===== config.mk =====
export PLATFORM = sky130hd
export DESIGN_NAME = chunked_adder
export DESIGN_NICKNAME = d
export VERILOG_FILES = /design/src/rtl/chunked_adder.sv
export SDC_FILE = /design/constraint.sdc
export NUM_CORES = 1
export LEC_CHECK = 0
export ABC_AREA = 1
export BUFFER_PORTS_ARGS = -buffer_cell sky130_fd_sc_hd__buf_4
export CAP_MARGIN = 0
export CORE_MARGIN = 5
export CORE_UTILIZATION = 55
export CTS_BUF_LIST = sky130_fd_sc_hd__clkbuf_8
export DETAILED_ROUTE_END_ITERATION = 8
export PLACE_DENSITY = 0.81
export SYNTH_ARGS = -nofsm -noshare
export SYNTH_HDL_FRONTEND = slang
export SYNTH_SLANG_ARGS = --single-unit
export TNS_END_PERCENT = 30

===== constraint.sdc =====
create_clock -name clk -period 2.3 [get_ports clk]
set_input_delay 0.345 -clock clk [delete_from_list [all_inputs] [get_ports clk]]
set_output_delay 0.345 -clock clk [all_outputs]
set_load 0.01 [all_outputs]

===== src/rtl/chunked_adder.sv =====
// Multi-cycle WIDTH-bit adder/subtractor: one CHUNK-bit slice per clock with a
// registered carry between slices, plus accumulate mode and carry/overflow flags.
module chunked_adder #(
  parameter int WIDTH = 8,
  parameter int CHUNK = 4
) (
  input  logic             clk,
  input  logic             reset,
  input  logic             start,
  input  logic             sub,
  input  logic             acc,
  input  logic             cin,
  input  logic [WIDTH-1:0] a,
  input  logic [WIDTH-1:0] b,
  output logic             busy,
  output logic             done,
  output logic [WIDTH-1:0] sum,
  output logic             cout,
  output logic             ovf,
  output logic             dbg_state
);

  localparam int NCHUNK = WIDTH / CHUNK;
  localparam int IDX_W  = (NCHUNK > 1) ? $clog2(NCHUNK) : 1;
  localparam logic [IDX_W-1:0] LAST_IDX = IDX_W'(NCHUNK - 1);

  // Handshake: start is taken only while busy=0 (including the done cycle);
  // done pulses for one cycle on the edge that commits sum/cout/ovf.
  typedef enum logic {
    IDLE = 1'b0,
    CALC = 1'b1
  } state_t;

  state_t state, state_nxt;

  logic [WIDTH-1:0] op_a, op_b, res, res_nxt;
  logic             carry;
  logic [IDX_W-1:0] idx;
  logic [CHUNK-1:0] chunk_a, chunk_b, chunk_s;
  logic             chunk_c;
  logic             msb_cin;
  logic             last;

  always_comb begin
    chunk_a = op_a[int'(idx)*CHUNK +: CHUNK];
    chunk_b = op_b[int'(idx)*CHUNK +: CHUNK];
    {chunk_c, chunk_s} = {1'b0, chunk_a} + {1'b0, chunk_b} + {{CHUNK{1'b0}}, carry};
    // Carry into the top bit recovered from that bit's sum: s = a ^ b ^ c_in.
    msb_cin = chunk_a[CHUNK-1] ^ chunk_b[CHUNK-1] ^ chunk_s[CHUNK-1];
    res_nxt = res;
    res_nxt[int'(idx)*CHUNK +: CHUNK] = chunk_s;
    last = (idx == LAST_IDX);
  end

  always_comb begin
    state_nxt = state;
    case (state)
      IDLE:    if (start) state_nxt = CALC;
      CALC:    if (last)  state_nxt = IDLE;
      default: state_nxt = IDLE;
    endcase
  end

  always_ff @(posedge clk) begin
    if (reset) state <= IDLE;
    else       state <= state_nxt;
  end

  always_ff @(posedge clk) begin
    if (reset) begin
      op_a  <= '0;
      op_b  <= '0;
      res   <= '0;
      carry <= 1'b0;
      idx   <= '0;
      sum   <= '0;
      cout  <= 1'b0;
      ovf   <= 1'b0;
      done  <= 1'b0;
    end else begin
      done <= 1'b0;
      case (state)
        IDLE: begin
          if (start) begin
            op_a  <= acc ? sum : a;
            op_b  <= sub ? ~b : b;
            carry <= sub ? 1'b1 : cin;
            idx   <= '0;
          end
        end
        CALC: begin
          res   <= res_nxt;
          carry <= chunk_c;
          if (last) begin
            idx  <= '0;
            sum  <= res_nxt;
            cout <= chunk_c;
            ovf  <= chunk_c ^ msb_cin;
            done <= 1'b1;
          end else begin
            idx <= idx + 1'b1;
          end
        end
        default: ;
      endcase
    end
  end

  assign busy      = (state == CALC);
  assign dbg_state = state;

endmodule


==> reports/summary.txt <==
WL met2: 1.589 mm
Yosys cell types: 24
max cap viols: 0
hold buffer count at cts: 0
Final nets: 269
Die Ht: 63.98 um
htree depth: 2
Setup crit end kind: flip-flop
RSZ-0062 raised after global routing: false
met3 routed WL: 314 um
root buffer cell: clkbuf_8
Placeable Area: 2781 um2
minimum clock period: 1.909 ns
TritonRoute pass-1 iters: 4
final wirelength: 3.555 mm
initial antenna violation count: 0
Slew HR: 0.7561
Sw Pwr: 0.3637 mW
synthesized cell area: 1603 um2
layout cells sized above 1: 0.2231
Clock Path Buffers: 2
Setup Skew: 0.006027 ns
Post-DP HPWL: 2.615 mm
syn_area_per_cell: 7.669 um2
vias per cell: 5.315
Worst-Skew Late Latency: 0.28 ns
initial core utilization: 0.5762
CTS tree: built
commonest non-fill, non-tap cell in the layout: nand2_1
crit-path max FO: 8
# setup viols final: 0
setup TNS: 0 ns
GRT Residual Overflow: 0
cell family with most CP delay: adder cells
row count: 19
switching share of total power: 0.2802
CP cell instances: inv_2, nand2_1, nand2_1, fa_1, inv_1, fa_1, a211oi_1
Yosys reg bits: 34
post-synthesis sequential area ratio: 0.4247
DRT iter0 DRCs: 86
via count: 1451
pin count of the biggest net entering global routing: 25
ant diodes: 0
pins over their slew limit: 0
layout overhead on the synthesized area: 19.67%
worst hold-check path type: primary input to flip-flop
Startpoint Class: flip-flop
P_int: 0.9341 mW
Die W: 63.98 um
drt wl/cell: 13.02 um
drc violations: 0
number of buffers created by CTS: 5
met1 WL: 1.591 mm
Lkg Pwr: 0.8893 nW
post-cts sizing count: 0
VDD IR max: 541.4 uV
most frequent cells in the layout: 50 x nand2_1, 35 x buf_4, 34 x dfxtp_1
Fmax achieved: 523.9 MHz
synth warn: 0
IO Port Bufs: 34
first-pass GRT wire length: 6.037 mm
io pins: 35
TritonCTS Sinks: 34
Setup CP Type: flip-flop to flip-flop
number of cells produced by synthesis: 209
combinational group share of total power: 0.183
hold slack: 0.2959 ns
CP bufs+invs: 2
Tcrit/Tclk final: 0.8298
Worst-path clk slew: 0.06 ns
P per Cell Area: 676.6 nW/um2
via count of the first global-routing pass: 1345
max layer used: met4
Slew @ Worst Pin: 0.3653 ns
worst endpoint required time: 2.50 ns
crit path DAT: 2.10 ns
GPL Wtd Cong: 0.8894
status: finished, final reports clean
postcts setup bufs: 0
Die ar.: 4093 um2
Worst path slowest cell: dfxtp_1
remaining antenna violation count after routing: 0
clock share of power: 0.312
Total GRT Usage: 0.1859
Seq pwr share: 0.505
syn nets: 236
hold violation total from the final report: 0
Slowest Stage Delay on Critical Path: 0.42 ns
-- worst paths after layout --
| check | startpoint | to | slack (ns) | depth (start not counted) |
|---|---|---|---|---|
| setup reg to reg | idx | res[1] | 0.39 | 7 |
| setup / recovery | idx | res[1] | 0.39 | 7 |
| hold / removal | reset | carry | 0.30 | 2 |
| hold reg to reg | ovf | ovf | 0.46 | 2 |
-- synth_stat cells --
library cell / n / area, um2
nand2_1: 50 / 187.7
dfxtp_1: 34 / 680.7
a21oi_1: 30 / 150.1
o21ai_1: 23 / 115.1
inv_1: 12 / 45.04
nor2_1: 10 / 37.54
xnor2_1: 9 / 78.83
inv_2: 8 / 30.03
nand3_1: 5 / 25.02
buf_2: 4 / 20.02
a22o_1: 3 / 26.28
buf_4: 3 / 22.52
ha_1: 3 / 37.54
buf_6: 2 / 22.52
fa_1: 2 / 40.04
nor2_4: 2 / 22.52
o21ai_0: 2 / 10.01
a211oi_1: 1 / 7.510
nand2_4: 1 / 11.26
nand3b_1: 1 / 7.510
nor2b_1: 1 / 6.260
or2_0: 1 / 6.260
or2_1: 1 / 6.260
or2_2: 1 / 6.260
-- worst register-to-register path: cells and delay by family, from the launching register on --
kind	cells	cell delay (ns)
adders and majority gates	2	0.83
DFF	1	0.42
buffers and inverters	2	0.18
AOI/OAI and AO/OA	1	0.26
and+or+nand+nor	2	0.14
-- registers in the layout, indices dropped and copies added (netlist names) --
signal,count
busy,1
idx,1
res,4
ovf,1
op_b,8
done,1
carry,1
sum,8
cout,1
op_a,8
-- logic make-up after synthesis --
logic type	share of synthesized area
adders and majority gates	0.04840
AOI/OAI and AO/OA	0.1928
xor gates and xnor gates	0.04918
and+or+nand+nor	0.1975
DFF	0.4247
buffers and inverters	0.08743
-- layer usage --
layer / global-route usage / vias up
li1: - / 741
met1: 0.2354 / 652
met2: 0.2839 / 50
met3: 0.07531 / 8
met4: 0.06753 / 0
met5: 0 / -
-- stage by stage --
stage / std cells / util / setup slack [ns] / instance area [um2] / power, mW
CTS: 273 / 0.6896 / 0.3951 / 1918 / 1.299
finish: 273 / 0.6896 / 0.3914 / 1918 / 1.298
floorplan: 209 / - / 0.4849 / 1603 / 0.8322
global route: 273 / 0.6896 / 0.1923 / 1918 / 1.374
global placement: 266 / 0.6613 / 0.4895 / 1839 / 0.8976
detailed placement: 266 / 0.6613 / 0.4165 / 1839 / 0.9020
-- power groups by stage --
stage / clock, mW / sequential [mW] / combinational [mW]
after floorplan: 0 / 0.660 / 0.172
after global placement: 0 / 0.666 / 0.231
after detailed placement: 0 / 0.666 / 0.236
after CTS: 0.408 / 0.654 / 0.237
after global routing: 0.446 / 0.660 / 0.268
final: 0.405 / 0.655 / 0.237
-- final cells by class --
type                       count  area [um2]
inverter                      20       75.07
fill                         239       863.3
clock buffer                   5       68.82
timing repair buffer          35       262.8
tap                           31       38.79
sequential                    34       680.7
multi-input combinational    146       782.0
clock inverter                 2       10.01
Note: power is estimated with default switching activity, not from simulation.
